File: config.mk
export PLATFORM = sky130hd
export DESIGN_NAME = sram_arbiter_flat
export DESIGN_NICKNAME = d
export VERILOG_FILES = /design/src/rtl/sram_arbiter_pkg.sv /design/src/rtl/sram_arbiter_if.sv /design/src/rtl/sram_rr_arbiter.sv /design/src/rtl/sram_arbiter.sv /design/src/flat_wrapper.sv
export SDC_FILE = /design/constraint.sdc
export NUM_CORES = 1
export LEC_CHECK = 0
export ABC_AREA = 1
export ABC_CLOCK_PERIOD_IN_PS = 1400
export CORE_AREA = 2 2 118 120
export DETAILED_ROUTE_END_ITERATION = 10
export DIE_AREA = 0 0 120 122
export GPL_ROUTABILITY_DRIVEN = 0
export PLACE_DENSITY = 0.74
export SYNTH_ARGS = -nofsm -noshare
export SYNTH_HDL_FRONTEND = slang
export SYNTH_SLANG_ARGS = --single-unit
File: constraint.sdc
create_clock -name clk -period 1.4 [get_ports clk]
set_clock_uncertainty 0.1 [all_clocks]
set_input_delay 0.28 -clock clk [delete_from_list [all_inputs] [get_ports clk]]
set_output_delay 0.28 -clock clk [all_outputs]
set_load 0.02 [all_outputs]
File: src/rtl/sram_arbiter_pkg.sv
// Shared types and widths for the two-port SRAM arbiter.
package sram_arbiter_pkg;

    localparam int SRAM_AW  = 18;
    localparam int SRAM_DW  = 32;
    localparam int SRAM_BEW = 4;

    typedef enum logic [2:0] {
        IDLE     = 3'd0,
        RD       = 3'd1,
        WR_SETUP = 3'd2,
        WR_PULSE = 3'd3,
        WR_HOLD  = 3'd4
    } state_t;

endpackage

File: src/rtl/sram_arbiter_if.sv
// Client-side request bus shared by both SRAM requesters.
interface sram_arbiter_if;
    import sram_arbiter_pkg::*;

    logic [1:0]            i_req;
    logic [1:0]            i_we;
    logic [2*SRAM_AW-1:0]  i_addr;
    logic [2*SRAM_DW-1:0]  i_wdata;
    logic [2*SRAM_BEW-1:0] i_be;
    logic [1:0]            o_ack;
    logic [SRAM_DW-1:0]    o_rdata;

    modport master (
        output i_req, i_we, i_addr, i_wdata, i_be,
        input  o_ack, o_rdata
    );

    modport slave (
        input  i_req, i_we, i_addr, i_wdata, i_be,
        output o_ack, o_rdata
    );

endinterface

File: src/rtl/sram_rr_arbiter.sv
// Two-way round-robin grant; last = port granted most recently.
module sram_rr_arbiter (
    input  logic [1:0] req,
    input  logic [1:0] mask,
    input  logic       last,
    output logic [1:0] gnt
);

    logic [1:0] eff;

    always_comb begin
        eff = req & ~mask;
        gnt = eff;
        if (eff == 2'b11)
            gnt = last ? 2'b01 : 2'b10;
    end

endmodule

File: src/rtl/sram_arbiter.sv
// Round-robin arbiter driving fixed-timing async SRAM cycles.
module sram_arbiter
    import sram_arbiter_pkg::*;
#(
    parameter int WAIT_CYCLES = 1
) (
    input  logic                clk,
    input  logic                rst_x,
    sram_arbiter_if.slave       bus,
    output logic [SRAM_AW-1:0]  o_sram_a,
    output logic                o_sram_we_x,
    output logic                o_sram_oe_x,
    output logic [1:0]          o_sram_ce_x,
    output logic [SRAM_BEW-1:0] o_sram_bl_x,
    output logic [SRAM_DW-1:0]  o_sram_wd,
    output logic                o_sram_drv,
    input  logic [SRAM_DW-1:0]  i_sram_rd
);

    localparam logic [3:0] CNT_LOAD = 4'(WAIT_CYCLES - 1);

    state_t              state, state_n;
    logic [3:0]          cnt, cnt_n;
    logic                ptr, ptr_n;
    logic                port, port_n;
    logic                sel;
    logic [1:0]          gnt;
    logic [1:0]          ack_n;
    logic [SRAM_DW-1:0]  rdata_n;
    logic [SRAM_AW-1:0]  a_n;
    logic                we_n, oe_n, drv_n;
    logic [1:0]          ce_n;
    logic [SRAM_BEW-1:0] bl_n;
    logic [SRAM_DW-1:0]  wd_n;

    // A port acked this cycle is masked so it may drop req on the ack edge
    sram_rr_arbiter u_rr (
        .req  (bus.i_req),
        .mask (bus.o_ack),
        .last (ptr),
        .gnt  (gnt)
    );

    always_ff @(posedge clk) begin
        if (!rst_x) begin
            state       <= IDLE;
            cnt         <= 4'd0;
            ptr         <= 1'b1;
            port        <= 1'b0;
            bus.o_ack   <= 2'b00;
            bus.o_rdata <= '0;
            o_sram_a    <= '0;
            o_sram_we_x <= 1'b1;
            o_sram_oe_x <= 1'b1;
            o_sram_ce_x <= 2'b11;
            o_sram_bl_x <= 4'hf;
            o_sram_wd   <= '0;
            o_sram_drv  <= 1'b0;
        end else begin
            state       <= state_n;
            cnt         <= cnt_n;
            ptr         <= ptr_n;
            port        <= port_n;
            bus.o_ack   <= ack_n;
            bus.o_rdata <= rdata_n;
            o_sram_a    <= a_n;
            o_sram_we_x <= we_n;
            o_sram_oe_x <= oe_n;
            o_sram_ce_x <= ce_n;
            o_sram_bl_x <= bl_n;
            o_sram_wd   <= wd_n;
            o_sram_drv  <= drv_n;
        end
    end

    always_comb begin
        state_n = state;
        cnt_n   = cnt;
        ptr_n   = ptr;
        port_n  = port;
        ack_n   = 2'b00;
        rdata_n = bus.o_rdata;
        a_n     = o_sram_a;
        we_n    = o_sram_we_x;
        oe_n    = o_sram_oe_x;
        ce_n    = o_sram_ce_x;
        bl_n    = o_sram_bl_x;
        wd_n    = o_sram_wd;
        drv_n   = o_sram_drv;
        sel     = gnt[1];
        unique case (state)
            IDLE: begin
                if (gnt != 2'b00) begin
                    ptr_n  = sel;
                    port_n = sel;
                    a_n    = sel ? bus.i_addr[2*SRAM_AW-1:SRAM_AW]
                                 : bus.i_addr[SRAM_AW-1:0];
                    ce_n   = 2'b00;
                    if (bus.i_we[sel]) begin
                        wd_n    = sel ? bus.i_wdata[2*SRAM_DW-1:SRAM_DW]
                                      : bus.i_wdata[SRAM_DW-1:0];
                        bl_n    = sel ? ~bus.i_be[2*SRAM_BEW-1:SRAM_BEW]
                                      : ~bus.i_be[SRAM_BEW-1:0];
                        drv_n   = 1'b1;
                        we_n    = 1'b1;
                        state_n = WR_SETUP;
                    end else begin
                        bl_n    = 4'h0;
                        oe_n    = 1'b0;
                        cnt_n   = CNT_LOAD;
                        state_n = RD;
                    end
                end
            end
            RD: begin
                if (cnt == 4'd0) begin
                    rdata_n = i_sram_rd;
                    ack_n   = port ? 2'b10 : 2'b01;
                    oe_n    = 1'b1;
                    ce_n    = 2'b11;
                    bl_n    = 4'hf;
                    state_n = IDLE;
                end else begin
                    cnt_n = cnt - 4'd1;
                end
            end
            WR_SETUP: begin
                we_n    = 1'b0;
                cnt_n   = CNT_LOAD;
                state_n = WR_PULSE;
            end
            WR_PULSE: begin
                if (cnt == 4'd0) begin
                    we_n    = 1'b1;
                    state_n = WR_HOLD;
                end else begin
                    cnt_n = cnt - 4'd1;
                end
            end
            WR_HOLD: begin
                ack_n   = port ? 2'b10 : 2'b01;
                drv_n   = 1'b0;
                ce_n    = 2'b11;
                bl_n    = 4'hf;
                state_n = IDLE;
            end
            default: state_n = IDLE;
        endcase
    end

endmodule

File: src/flat_wrapper.sv
// flat-port wrapper written by rule: the top's interface ports become plain ports
module sram_arbiter_flat import sram_arbiter_pkg::*;
#(
    parameter int WAIT_CYCLES = 1
)
  (clk, rst_x, o_sram_a, o_sram_we_x, o_sram_oe_x, o_sram_ce_x, o_sram_bl_x, o_sram_wd, o_sram_drv, i_sram_rd, bus_i_req, bus_i_we, bus_i_addr, bus_i_wdata, bus_i_be, bus_o_ack, bus_o_rdata);
  sram_arbiter_if bus_i ();
  input  logic clk;
  input  logic rst_x;
  output logic [SRAM_AW-1:0] o_sram_a;
  output logic o_sram_we_x;
  output logic o_sram_oe_x;
  output logic [1:0] o_sram_ce_x;
  output logic [SRAM_BEW-1:0] o_sram_bl_x;
  output logic [SRAM_DW-1:0] o_sram_wd;
  output logic o_sram_drv;
  input  logic [SRAM_DW-1:0] i_sram_rd;
  input wire logic [$bits(bus_i.i_req)-1:0] bus_i_req;
  input wire logic [$bits(bus_i.i_we)-1:0] bus_i_we;
  input wire logic [$bits(bus_i.i_addr)-1:0] bus_i_addr;
  input wire logic [$bits(bus_i.i_wdata)-1:0] bus_i_wdata;
  input wire logic [$bits(bus_i.i_be)-1:0] bus_i_be;
  output wire logic [$bits(bus_i.o_ack)-1:0] bus_o_ack;
  output wire logic [$bits(bus_i.o_rdata)-1:0] bus_o_rdata;
  assign bus_i.i_req = bus_i_req;
  assign bus_i.i_we = bus_i_we;
  assign bus_i.i_addr = bus_i_addr;
  assign bus_i.i_wdata = bus_i_wdata;
  assign bus_i.i_be = bus_i_be;
  assign bus_o_ack = bus_i.o_ack;
  assign bus_o_rdata = bus_i.o_rdata;
  sram_arbiter #(.WAIT_CYCLES(WAIT_CYCLES)) u_core (.clk(clk), .rst_x(rst_x), .bus(bus_i), .o_sram_a(o_sram_a), .o_sram_we_x(o_sram_we_x), .o_sram_oe_x(o_sram_oe_x), .o_sram_ce_x(o_sram_ce_x), .o_sram_bl_x(o_sram_bl_x), .o_sram_wd(o_sram_wd), .o_sram_drv(o_sram_drv), .i_sram_rd(i_sram_rd));
endmodule
## After elaboration in Yosys (flattened, before gate mapping)

Cells that the tools add are included.

- Add/subtract/negate cells: 1
- Order comparisons: 1
- Equality and inequality tests: 11
- Muxes and demuxes: 34
- Bitwise logic cells: 4
- Reduce and logical (&&, ||, !) cells: 18

Operator list:

| kind | number |
|---|---|
| 32-bit 2-to-1 mux | 1 |
| 4-bit 2-to-1 mux | 7 |
| 4-bit case mux with 3 select lines | 2 |
| 18-bit 2-to-1 mux | 1 |
| 2-bit 2-to-1 mux | 7 |
| 3-bit case mux with 4 select lines | 1 |
| 3-bit AND reduction | 4 |
| 4-bit AND reduction | 3 |
| 3-bit 2-to-1 mux | 3 |
| 3-bit nonzero test | 3 |
| 2-bit by 1-bit inequality test with 1-bit output, second input constant | 4 |
| 4-bit NOT | 2 |
| 1-bit 2-to-1 mux | 7 |
| 3-bit by 2-bit == test with 1-bit output, second input constant | 2 |
| 2-bit case mux with 3 select lines | 1 |
| 2-bit nonzero test | 3 |
| 4-bit zero test | 1 |
| 2-bit inequality test, second input constant | 2 |
| 1-bit case mux with 2 select lines | 2 |
| 2-bit case mux with 2 select lines | 1 |
| 2-bit AND reduction | 2 |
| 4-bit by 1-bit subtractor with 4-bit output, second input constant | 1 |
| 3-bit by 1-bit == test with 1-bit output, second input constant | 1 |
| 3-bit == test, second input constant | 1 |
| other kinds (7) | 7 |

- Register bits after elaboration: 102
- Bits of input ports: 146
- Output and inout port bits: 93
- Word-level logic and storage cells: 82

## Longest topological paths before layout

- Depth after elaboration: 9
- Gate-level depth with buffers: 11
- Mapped depth without buffers: 11

## Modules after synthesis

Synthesis repeated with hierarchy kept, for this count alone.

- Cell total of the unflattened synthesis: 651
- Area total of the unflattened synthesis: 4466.8 µm²

Modules (own cells, without submodules):

| module | times used | cells each | area an instance (µm²) | seq. area each (µm²) |
|---|---|---|---|---|
| sram_arbiter | 1 | 639 | 4420.5 | 2021.9 |
| sram_rr_arbiter | 1 | 12 | 46.3 | 0.0 |

## Least setup slack after synthesis

Ideal clock, no wire load.

- Kind: reg-to-reg
- Start: reg u_core.cnt[0]
- End: reg u_core.o_sram_bl_x[0]
- Setup time: 0.127 ns
- Arrival: 1.303 ns
- Required time: 1.173 ns
- Slack: -0.130 ns
- Cell stages (with the launch flop): 11
- Buffers on the path: 0
- Period minus slack after synthesis: 1.530 ns
- Cell sequence: dfxtp_1 > inv_1 > ha_1 > inv_1 > nor2_1 > nand2_1 > nor2_4 > inv_2 > nand2_1 > nor2_1 > nand3_1

- Longest elaborated chain between the ends: 3

Ends and longest elaborated chain:

| item | line | RTL |
|---|---|---|
| start: declaration | sram_arbiter.sv:23 | `logic [3:0] cnt, cnt_n;` |
| start signal: assignment | sram_arbiter.sv:61 | `cnt <= cnt_n;` |
| 4-bit zero test | sram_arbiter.sv:116 | `if (cnt == 4'd0) begin` |
| 2-bit by 1-bit inequality test with 1-bit output (no source line) | - |  |
| 3-bit AND reduction (no source line) | - |  |
| end signal: assignment | sram_arbiter.sv:70 | `o_sram_bl_x <= bl_n;` |
| end: declaration | sram_arbiter.sv:14 | `output logic [SRAM_BEW-1:0] o_sram_bl_x,` |

No other way between the ends.
A chain may end at the register's enable or synchronous reset.

## Final worst setup path

- Start: reg u_core.state[1]
- End: reg u_core.o_sram_wd[11]

- Longest elaborated chain between the ends: 2

Ends and longest elaborated chain:

| item | line | RTL |
|---|---|---|
| start: declaration | sram_arbiter.sv:22 | `state_t state, state_n;` |
| start signal: assignment | sram_arbiter.sv:60 | `state <= state_n;` |
| 3-bit zero test | sram_arbiter.sv:91 | `unique case (state)` |
| 3-bit AND reduction (no source line) | - |  |
| end signal: assignment | sram_arbiter.sv:71 | `o_sram_wd <= wd_n;` |
| end: declaration | sram_arbiter.sv:15 | `output logic [SRAM_DW-1:0] o_sram_wd,` |

No other way between the ends.

==> out/metrics.cfg <==
[die]
die_h_um=122
initial_utilization_pct=34.15
rows=43
die-area_sq_um=14640
die_width_um=120
fp.coreArea_sq_um=13500
count_of_boundary_i_o_pins=239

[timing]
finalHoldViolations=0
setup_viol_count_final=100
maxClockFrequency_mhz=623.0
timing.final.crit_period_ns=1.605
tns_ns=-9.103
final.hold.worst_slack_ns=0.2617
worst_pin_slew_ns=0.3287
max_slew_margin_pct=78.09
slew_violations=0
rsz_0062_raised_after_global_routing=true
min_period_over_period_pct=114.6
layout_setup_ws_ns=-0.2050

[synth]
yosysSeqAreaShare_pct=43.84
yosys_warnings=0
postSynthNetCount=820
netlist-cell-type-count=25
post_synth.cell_area_avg_sq_um=6.853
synthesized_instance_count=673
ys_ff_latch=101
mappedNetlistArea_sq_um=4612

[setup_path]
cp_cell_sequence=nor2_4 > nand2_4 > nor2_8 > nand3_4 > buf_6 > clkbuf_16 > o21ai_2 > nor2_1
rrSetupSlack_ns=-0.21
worstSetupEndpoint=u_core.o_sram_wd[11]$_SDFFE_PN0P_
timing.critical_path.slowest_cell_delay_ns=0.37
rr_worst_depth=8
cp-startpoint=u_core.state[1]$_SDFFE_PN0P_
critPathMaxFanout=5
required_time_reported_for_the_critical_path_endpoint_ns=1.55
timing.rr.end=u_core.o_sram_wd[11]$_SDFFE_PN0P_
timing_worst_setup_path_type=flip-flop to flip-flop
cp_slowest_cell=sky130_fd_sc_hd__dfxtp_4
regToRegStartpoint=u_core.state[1]$_SDFFE_PN0P_
critical_path.endpoint_type=flip-flop
cp-start-kind=flip-flop
worstPathArrival_ns=1.76

[clocking]
worstSkewPairLatency_ns=0.35
clockBufferDepth=2
path_clk_slew_ns=0.08
cts_inserted_buffers=9
postCtsHoldBufs=0
clock_sinks=101
clock-root-buffer=sky130_fd_sc_hd__clkbuf_16
h_tree_depth_reported_by_cts=3
cts_tree=done

[run_status]
run_status=finished with violations
violations_in_the_final_reports=setup timing

[global_route]
grt_max_degree=53
grt_pass1_wl_mm=27.15
antenna_violations_before_repair=0
global_route.overflow_total=0
via_count_of_the_first_global_routing_pass=5434
globalRouteTotalUtil_pct=23.16

[drt]
wire_per_inst_um=15.77
dr_total_vias=5518
drt-total-wl_mm=17.96
detail_route.iter0.violations=261
drtAntennaViolNets=0
avgViaCountPerCell=4.845
dr.pass1.iters=4
drc_errors=0

[flow_run]
drv_cap=0

[layout]
n_fill_cell=1155
final_layout_size_suffix_gt1_share_pct=34.52
fin_nets=1101
area_growth_pct=91.70
insertedDiodeCount=0
stdcell_count=1139

[place]
pre_cts_setup_slack_ns=-0.5630
hpwlAfterDp_mm=10.92
placedCellCount=1087
io_buffers=238

[pwr]
powerDensity_nw_per_um2=1994
cellLeakagePower_nw=3.992
worst_supply_voltage_drop_on_vdd_mv=0.8546

[min_path]
hold_class=input pin to flip-flop

## sequential cells by signal, summed over array words and instances (netlist names), 2 cells and up
register,cells
u_core.bus.o_ack,2
u_core.bus.o_rdata,32
u_core.cnt,4
u_core.o_sram_a,18
u_core.o_sram_bl_x,4
u_core.o_sram_wd,32
u_core.state,3
## layout by cell type, fill, tap and decap left out, types with 20 or more instances in the layout
master / n
sky130_fd_sc_hd__nand2_1: 171
sky130_fd_sc_hd__clkbuf_2: 61
sky130_fd_sc_hd__clkdlybuf4s50_1: 142
sky130_fd_sc_hd__o21ai_0: 20
sky130_fd_sc_hd__o21ai_2: 34
sky130_fd_sc_hd__inv_1: 28
sky130_fd_sc_hd__buf_4: 27
sky130_fd_sc_hd__dfxtp_1: 95
sky130_fd_sc_hd__buf_6: 21
sky130_fd_sc_hd__nor2_2: 24
sky130_fd_sc_hd__nor2_1: 90
sky130_fd_sc_hd__nand3_2: 20
## synthesized netlist by cell type
cell type	n	area share, %
sky130_fd_sc_hd__a21oi_1	6	0.65
sky130_fd_sc_hd__a31oi_1	33	4.5
sky130_fd_sc_hd__buf_2	24	2.6
sky130_fd_sc_hd__buf_4	8	1.3
sky130_fd_sc_hd__clkbuf_1	13	1.1
sky130_fd_sc_hd__dfxtp_1	101	44
sky130_fd_sc_hd__ha_1	1	0.27
sky130_fd_sc_hd__inv_1	38	3.1
sky130_fd_sc_hd__inv_2	2	0.16
sky130_fd_sc_hd__nand2_1	186	15
sky130_fd_sc_hd__nand2_2	3	0.41
sky130_fd_sc_hd__nand2_4	1	0.24
sky130_fd_sc_hd__nand3_1	37	4.0
sky130_fd_sc_hd__nand3_2	1	0.22
sky130_fd_sc_hd__nand3b_2	1	0.24
sky130_fd_sc_hd__nand4_1	1	0.14
sky130_fd_sc_hd__nor2_1	120	9.8
sky130_fd_sc_hd__nor2_2	2	0.27
sky130_fd_sc_hd__nor2_4	3	0.73
sky130_fd_sc_hd__nor2_8	1	0.43
sky130_fd_sc_hd__nor3_1	3	0.33
sky130_fd_sc_hd__o211ai_1	18	2.9
sky130_fd_sc_hd__o21ai_0	35	3.8
sky130_fd_sc_hd__o21ai_1	34	3.7
sky130_fd_sc_hd__o21ai_2	1	0.19
## kinds of logic after synthesis
logic type,Yosys count,synth area share (%)
buffers and inverters,85,8.221
AND/OR/NAND/NOR,359,31.93
adder cells (fa/ha/maj),1,0.2713
AO/OA/AOI/OAI,127,15.74
flip-flops,101,43.84
## how the worst min path moves through the flow
| stage | from | endpoint | slack (ns) | cells after the start |
|---|---|---|---|---|
| 6_report | rst_x | u_core.o_sram_oe_x$_SDFFE_PN1P_ | 0.26 | 3 |
| 5_1_grt | rst_x | u_core.o_sram_oe_x$_SDFFE_PN1P_ | 0.27 | 3 |
| 2_1_floorplan | i_sram_rd[22] | u_core.bus.o_rdata[22]$_SDFFE_PN0P_ | 0.30 | 2 |
| 3_5_place_dp | u_core.port$_SDFFE_PN0P_ | u_core.bus.o_ack[0]$_SDFF_PN0_ | 0.33 | 1 |
| 4_1_cts | rst_x | u_core.o_sram_oe_x$_SDFFE_PN1P_ | 0.27 | 3 |
| 3_3_place_gp | u_core.port$_SDFFE_PN0P_ | u_core.bus.o_ack[0]$_SDFF_PN0_ | 0.33 | 1 |
## final cells by class
cell class	count	area (sq um)	share of cell area (%)
Tap cell	180	225.2	2.547
Timing Repair Buffer	315	3156	35.69
Sequential cell	101	2034	23.01
Clock buffer	9	225.2	2.547
Multi-Input combinational cell	487	2939	33.24
Clock inverter	7	98.84	1.118
Inverter	40	162.7	1.840
## timing repair
item,in CTS,in global routing
pin swaps,45,66
setup endpoints to repair,193,169
gates cloned,15,2
buffers inserted,18,9
gates resized for setup,327,198
## critical path: cells and delay by family, from the launching register on
family	cells	cell delay (ns)
compound gates	1	0.11
flops	1	0.37
buf+inv	2	0.31
simple gates	5	0.61
## where the power goes
part	switching [mW]	leakage, nW	internal (mW)
combinational	5.53	3.00	4.80
sequential	0.653	0.835	3.89
clock	1.19	0.156	1.58
total	7.37	3.99	10.3
## routing by layer
metal / up-vias / routed length [um] / part of all wire, % / global-route usage, %
met2: 172 / 9043 / 50 / 40.77
met4: 0 / 520 / 2.9 / 9.044
li1: 2757 / - / - / -
met1: 2551 / 7278 / 41 / 27.03
met3: 38 / 1118 / 6.2 / 5.805
met5: - / 0 / 0 / 0
## metrics by stage
step | instance area [sq um] | utilization [%] | power [mW]
after floorplan | 4662 | - | 8.845
after global placement | 7400 | 54.79 | 12.21
after detailed placement | 7400 | 54.79 | 12.30
after CTS | 8706 | 64.47 | 16.97
after global routing | 8841 | 65.47 | 18.64
final | 8841 | 65.47 | 17.63
Power figures use the tool's default switching activity.
